File: config.mk
export PLATFORM = sky130hd
export DESIGN_NAME = bcd_lcd_writer
export DESIGN_NICKNAME = d
export VERILOG_FILES = /design/src/rtl/bcd_lcd_writer.sv
export SDC_FILE = /design/constraint.sdc
export NUM_CORES = 1
export LEC_CHECK = 0
export ABC_AREA = 1
export BUFFER_PORTS_ARGS = -buffer_cell sky130_fd_sc_hd__clkbuf_2
export CORE_UTILIZATION = 48
export CTS_CLUSTER_SIZE = 24
export DETAILED_ROUTE_END_ITERATION = 16
export GPL_ROUTABILITY_DRIVEN = 0
export GPL_TIMING_DRIVEN = 0
export HOLD_SLACK_MARGIN = 0.03
export PLACE_DENSITY_LB_ADDON = 0.3
export SYNTH_ARGS = -nofsm -noshare
export SYNTH_HDL_FRONTEND = slang
export SYNTH_SLANG_ARGS = --single-unit
File: constraint.sdc
create_clock -name clk -period 2.2 [get_ports clk]
set_input_delay 0.11 -clock clk [delete_from_list [all_inputs] [get_ports clk]]
set_output_delay 0.11 -clock clk [all_outputs]
set_load 0.03 [all_outputs]
File: src/rtl/bcd_lcd_writer.sv
// bcd_lcd_writer: writes three BCD digits as ASCII (optional leading-zero blanking)
// to a fixed DDRAM position of an HD44780 LCD in 8-bit write-only mode.
module bcd_lcd_writer #(
    parameter int         SETUP_CYCLES  = 4,
    parameter int         E_CYCLES      = 25,
    parameter int         WAIT_CYCLES   = 2500,
    parameter logic [6:0] POS           = 7'h00,
    parameter bit         BLANK_LEADING = 1'b1
) (
    input  logic       clk,
    input  logic       rst_n,
    input  logic [3:0] bcd_2,
    input  logic [3:0] bcd_1,
    input  logic [3:0] bcd_0,
    input  logic       update,
    output logic       busy,
    output logic       done,
    output logic       lcd_rs,
    output logic       lcd_rw,
    output logic       lcd_e,
    output logic [7:0] lcd_data
);
    typedef enum logic [1:0] {IDLE, SETUP, PULSE, HOLD} state_t;

    localparam logic [15:0] LD_SETUP = 16'(SETUP_CYCLES - 1);
    localparam logic [15:0] LD_E     = 16'(E_CYCLES - 1);
    localparam logic [15:0] LD_WAIT  = 16'(WAIT_CYCLES - 1);
    localparam logic [7:0]  CMD      = {1'b1, POS};

    state_t      state, state_n;
    logic [15:0] cnt, cnt_n;
    logic [1:0]  idx, idx_n;
    logic [3:0]  d2, d1, d0, d2_n, d1_n, d0_n;
    logic        busy_n, done_n, rs_n, e_n;
    logic [7:0]  data_n, ch_h, ch_t, ch_u, ch_next;
    logic        blank_h, blank_t;

    function automatic logic [7:0] asc(input logic [3:0] d);
        return d > 4'd9 ? 8'h3F : 8'h30 + {4'h0, d};
    endfunction

    // invalid digits are never zero, so they can never be blanked
    assign blank_h = BLANK_LEADING && d2 == 4'd0;
    assign blank_t = blank_h && d1 == 4'd0;
    assign ch_h    = blank_h ? 8'h20 : asc(d2);
    assign ch_t    = blank_t ? 8'h20 : asc(d1);
    assign ch_u    = asc(d0);
    assign ch_next = idx == 2'd0 ? ch_h : idx == 2'd1 ? ch_t : ch_u;
    assign lcd_rw  = 1'b0;

    always_comb begin
        state_n = state;
        cnt_n   = cnt == 16'd0 ? cnt : cnt - 16'd1;
        idx_n   = idx;
        d2_n    = d2;
        d1_n    = d1;
        d0_n    = d0;
        rs_n    = lcd_rs;
        data_n  = lcd_data;
        done_n  = 1'b0;
        case (state)
            IDLE: if (update) begin
                state_n = SETUP;
                cnt_n   = LD_SETUP;
                idx_n   = 2'd0;
                {d2_n, d1_n, d0_n} = {bcd_2, bcd_1, bcd_0};
                rs_n    = 1'b0;
                data_n  = CMD;
            end
            SETUP: if (cnt == 16'd0) begin
                state_n = PULSE;
                cnt_n   = LD_E;
            end
            PULSE: if (cnt == 16'd0) begin
                state_n = HOLD;
                cnt_n   = LD_WAIT;
            end
            HOLD: if (cnt == 16'd0) begin
                if (idx == 2'd3) begin
                    state_n = IDLE;
                    done_n  = 1'b1;
                end else begin
                    state_n = SETUP;
                    cnt_n   = LD_SETUP;
                    idx_n   = idx + 2'd1;
                    rs_n    = 1'b1;
                    data_n  = ch_next;
                end
            end
            default: state_n = IDLE;
        endcase
        busy_n = state_n != IDLE;
        e_n    = state_n == PULSE;
    end

    always_ff @(posedge clk or negedge rst_n) begin
        if (!rst_n) begin
            state    <= IDLE;
            cnt      <= 16'd0;
            idx      <= 2'd0;
            {d2, d1, d0} <= 12'd0;
            busy     <= 1'b0;
            done     <= 1'b0;
            lcd_e    <= 1'b0;
            lcd_rs   <= 1'b0;
            lcd_data <= 8'h00;
        end else begin
            state    <= state_n;
            cnt      <= cnt_n;
            idx      <= idx_n;
            {d2, d1, d0} <= {d2_n, d1_n, d0_n};
            busy     <= busy_n;
            done     <= done_n;
            lcd_e    <= e_n;
            lcd_rs   <= rs_n;
            lcd_data <= data_n;
        end
    end
endmodule

Word level (Yosys, flattened, before mapping)

Cells that the tools add are included.

Magnitude comparators: 3
Multiplexer cells: 35
Reductions and logical operators: 10
Eq/ne operators: 9
Add/sub/neg operators: 5

Operator list:

| kind                  | count |
|---|---|
| $mux 16               | 6 |
| $pmux 16 s4           | 1 |
| $mux 7                | 7 |
| $mux 8                | 3 |
| $add 6x4->7 const A   | 3 |
| $logic_not 16->1      | 1 |
| $pmux 8 s2            | 1 |
| $sub 16x1->16 const B | 1 |
| $mux 2                | 7 |
| $gt 4x4->1 const B    | 3 |
| $eq 2x2->1 const B    | 4 |
| $logic_not 4->1       | 2 |
| $pmux 2 s4            | 1 |
| $mux 1                | 7 |
| $ne 2x2->1 const B    | 3 |
| $eq 2x1->1 const B    | 2 |
| $logic_not 2->1       | 2 |
| $pmux 2 s2            | 1 |
| $reduce_and 4->1      | 1 |
| $reduce_bool 2->1     | 2 |
| $add 2x1->2 const B   | 1 |
| $pmux 1 s2            | 1 |
| $reduce_and 2->1      | 1 |
| $logic_and 1x1->1     | 1 |

Logic and storage cells: 73
Output and inout bits: 13
Bits of input ports: 15
Register bits after elaboration: 44

Logic depth before layout (Yosys ltp)

Depth after elaboration: 8
Gate-level depth with buffers: 11
Depth with buffers taken out: 11

Least setup slack after synthesis

No wires, ideal clock.

Path type: register to register
From: register cnt[0]
To: register cnt[0]
Buffers on the path: 0
Arrival: 1.730 ns
Clock period less this slack: 1.814 ns
Stages on the path, launching flop included: 12
Setup time: 0.084 ns
Slack: 0.386 ns
Data required time: 2.116 ns
Path through: dfrtp_1 inv_1 ha_1 nand3_1 nor2_1 nand2_4 ha_1 nand2_1 inv_1 nand3_1 nand3_1 a21boi_0

Longest elaborated chain between the ends: 5
Elaborated cells between the ends (all ways): 9
Classes of those cells: add/sub (1); mux (7); reduce/logical (1)

RTL lines:

| what                                              | line       | text |
|---|---|---|
| start, declared                                   | 31         | `logic [15:0] cnt, cnt_n;` |
| start signal, assigned                            | 109        | `cnt <= cnt_n;` |
| $sub 16x1->16 or $logic_not 16->1 (tied branches) | 53, 70, 74 |  |
| $mux 16                                           | 53         | `cnt_n = cnt == 16'd0 ? cnt : cnt - 16'd1;` |
| $mux 16                                           | 79         | `if (idx == 2'd3) begin` |
| $mux 16                                           | 78         | `HOLD: if (cnt == 16'd0) begin` |
| $pmux 16 s4 *                                     | 61         | `case (state)` |
| net cnt_n[0]                                      | 31         |  |

Mark *: on every way through the listed nets, which the timed path passes. The rest lies on a longest branch.
A chain may end at the register's enable or synchronous reset.

Worst setup path in the final report

Ends and elaborated chain as after synthesis.

==> flow_summary.yaml <==
timing:
  final_max_slew_viol_count: 0
  report.final.hold_viol_count: 13
  fmax_mhz: 510
  totalNegativeSetupSlack_ns: 0
  worst_slew_pin_slew_ns: 1.03
  finClkSkew_ns: 0.00609
  timing.final.ws_setup_ns: 0.238
  grt_setup_unrepaired: "no"
  setup_violations: 0
  final_worst_path_period_share_pct: 89.2
  relSlewSlack_pct: 31.2
  final.min_clock_period_ns: 1.96
  holdWs_ns: -0.0203
clocking:
  postCtsSetupRepairBufs: 0
  cts-root-to-sink-buffers: 2
  clock_insertion_delay_worst_skew_ns: 0.29
  clkSlewWorstSetupHoldPaths_ns: 0.08
  tritoncts: "built"
  cts-htree-levels: 2
  cts_made_buffers: 5
  numClockSinks: 42
  cts-root-buf: "sky130_fd_sc_hd__clkbuf_8"
drt:
  postRouteWirelength_mm: 5.30
  antenna_violating_nets_post_route: 0
  detailroute.via_count: 2212
  drc_errors: 0
  drt-vias-per-instance: 4.98
  detailedRoute.firstIterationViolations: 153
  firstDrtPassIters: 4
  route.detailed.wl_per_inst_um: 11.9
final_layout:
  finalNonFillerCells: 444
  area_growth_pct: 11.3
  commonest_cells_after_routing_fill_and_taps_aside: "98 x sky130_fd_sc_hd__nand2_1, 42 x sky130_fd_sc_hd__dfrtp_1, 41 x sky130_fd_sc_hd__inv_1"
  layout_commonest_cell: "sky130_fd_sc_hd__nand2_1"
  drive_above_1_share_pct: 21.9
  insertedDiodeCount: 0
  nNetsFinal: 396
logic_synthesis:
  synthesis.area_um2: 2600
  ys_types: 36
  syn-instance-count: 341
  yosysWarningCount: 0
  register_bit_total_from_synthesis: 42
  ys_seq_area_share_pct: 40.4
  synth_area_per_cell_um2: 7.62
floorplan:
  die_x_um: 75.6
  start_util_pct: 50.2
  die_height_um: 75.6
  pin_count: 28
  core_region_area_um2: 5170
  rows: 26
  floorplan.die_area_um2: 5710
power:
  pwr_density_cell_nw_per_um2: 437
  leakagePower_nw: 1.55
  irDropWorstVdd_mv: 0.310
critical_path:
  regToRegStartpoint: "cnt[0]$_DFF_PN0_"
  r2r_slack_ns: 0.24
  setup.worst_path.class: "reg2reg"
  critPathCaptureType: "register"
  timing.critical_path.from_type: "register"
  rr_endpoint: "cnt[0]$_DFF_PN0_"
  critical_path.max_fanout: 9
  worst_ep_required_time_ns: 2.41
  worstRegToRegCells: 11
  worst-endpoint-arrival_ns: 2.17
run_status:
  outcome: "finished, violations left"
  violations_in_the_final_reports: "negative hold slack"
min_path:
  min_path_type: "in2async"
placement:
  place_ws_ns: 0.149
  place_hpwl_mm: 4.04
  numPortBuffers: 25
  place.detailed.instances: 437
global_routing:
  grt_pass1_wl_mm: 8.87
  initial_antenna_violation_count: 0
  first_global_vias: 1996
  residual_overflow_from_global_routing: 0
  grt_max_degree: 43
  gr_usage_total_pct: 21.0
job:
  maxCapViolCount: 0
[stage by stage]
stage               power, mW  util, %  cell area (um^2)
finish                   1.26     55.9              2890
global route             1.32     55.9              2890
CTS                      1.29     55.9              2890
detailed placement      0.823     54.4              2820
global placement        0.822     54.4              2820
floorplan               0.794        -              2600
[cells by family after synthesis]
kind of cell,synth area share [%]
buffers and inverters,8.71
adders and majority gates,3.37
other,0.144
DFF,40.4
muxes,3.90
and+or+nand+nor,36.4
xor gates and xnor gates,1.01
AOI/OAI and AO/OA,6.07
[power breakdown]
part	internal (mW)	switching, mW
clock	0.218	0.240
sequential	0.772	0
combinational	0.0114	0.0232
[synth_stat cells]
cell	count	area (um^2)
sky130_fd_sc_hd__a21boi_0	1	7.51
sky130_fd_sc_hd__nor3_1	1	5.00
sky130_fd_sc_hd__nand3_1	30	150
sky130_fd_sc_hd__dfrtp_1	42	1050
sky130_fd_sc_hd__nand4_1	2	12.5
sky130_fd_sc_hd__inv_2	1	3.75
sky130_fd_sc_hd__nand2_4	4	45.0
sky130_fd_sc_hd__and3_1	1	6.26
sky130_fd_sc_hd__a31oi_1	1	6.26
sky130_fd_sc_hd__nand3b_1	1	7.51
sky130_fd_sc_hd__a211oi_1	1	7.51
sky130_fd_sc_hd__ha_1	7	87.6
sky130_fd_sc_hd__o21ai_1	2	10.0
sky130_fd_sc_hd__buf_4	4	30.0
sky130_fd_sc_hd__buf_6	2	22.5
sky130_fd_sc_hd__nor2_1	38	143
sky130_fd_sc_hd__xor2_1	2	17.5
sky130_fd_sc_hd__nand2_1	98	368
sky130_fd_sc_hd__xnor2_1	1	8.76
sky130_fd_sc_hd__clkinv_1	1	3.75
sky130_fd_sc_hd__conb_1	1	3.75
sky130_fd_sc_hd__nand2_2	7	43.8
sky130_fd_sc_hd__o21ai_0	8	40.0
sky130_fd_sc_hd__o21ai_2	5	43.8
sky130_fd_sc_hd__or2_2	1	6.26
sky130_fd_sc_hd__inv_1	42	158
sky130_fd_sc_hd__nor2_2	7	43.8
sky130_fd_sc_hd__mux2_2	9	101
sky130_fd_sc_hd__nor2_4	6	67.6
sky130_fd_sc_hd__nand3_2	3	30.0
sky130_fd_sc_hd__a21oi_1	7	35.0
sky130_fd_sc_hd__clkbuf_1	1	3.75
sky130_fd_sc_hd__o211ai_1	1	7.51
sky130_fd_sc_hd__nor4_1	1	6.26
sky130_fd_sc_hd__clkinv_2	1	5.00
sky130_fd_sc_hd__nor3_2	1	10.0
[worst max-delay path, cell delays in order (launching register included)]
cell	delay (ns)
sky130_fd_sc_hd__dfrtp_1	0.41
sky130_fd_sc_hd__inv_2	0.14
sky130_fd_sc_hd__ha_1	0.23
sky130_fd_sc_hd__nand3_1	0.09
sky130_fd_sc_hd__nor2_1	0.19
sky130_fd_sc_hd__nand2_4	0.12
sky130_fd_sc_hd__ha_1	0.31
sky130_fd_sc_hd__nand2_1	0.07
sky130_fd_sc_hd__inv_1	0.03
sky130_fd_sc_hd__nand3_1	0.06
sky130_fd_sc_hd__nand3_1	0.07
sky130_fd_sc_hd__a21boi_0	0.15
[per-layer routing]
layer  GRT usage [%]  share of wire (%)
met1            26.6                 45
met2            36.6                 50
met3            4.37                3.8
met4            5.56                1.2
met5               0                  0
[state kept, by name, summed over array words and instances, names as in the netlist]
signal / flops
cnt: 16
lcd_data: 7
d0: 4
d1: 4
d2: 4
idx: 2
state: 2
busy: 1
done: 1
lcd_e: 1
[how the worst max path moves through the flow]
stage	start	endpoint	cells after the start
6_report	cnt[0]$_DFF_PN0_	cnt[0]$_DFF_PN0_	11
5_1_grt	cnt[0]$_DFF_PN0_	cnt[0]$_DFF_PN0_	11
4_1_cts	cnt[0]$_DFF_PN0_	cnt[0]$_DFF_PN0_	11
3_5_place_dp	cnt[0]$_DFF_PN0_	cnt[0]$_DFF_PN0_	11
3_3_place_gp	cnt[0]$_DFF_PN0_	cnt[0]$_DFF_PN0_	11
2_1_floorplan	cnt[0]$_DFF_PN0_	cnt[0]$_DFF_PN0_	11
[what timing repair did]
item	CTS	global route
endpoints found under the setup margin	0	1
hold buffers	0	0
gates resized for setup	0	1
[layout make-up]
type	count	area, um^2
fillers	495	2280
multi-input cells	248	1330
flip-flops and latches	42	1050
inverters	45	170
repair buffers	25	125
well taps	70	87.6
clock buffers	7	76.3
plain buffers	7	56.3
Note: power is estimated with default switching activity, not from simulation.
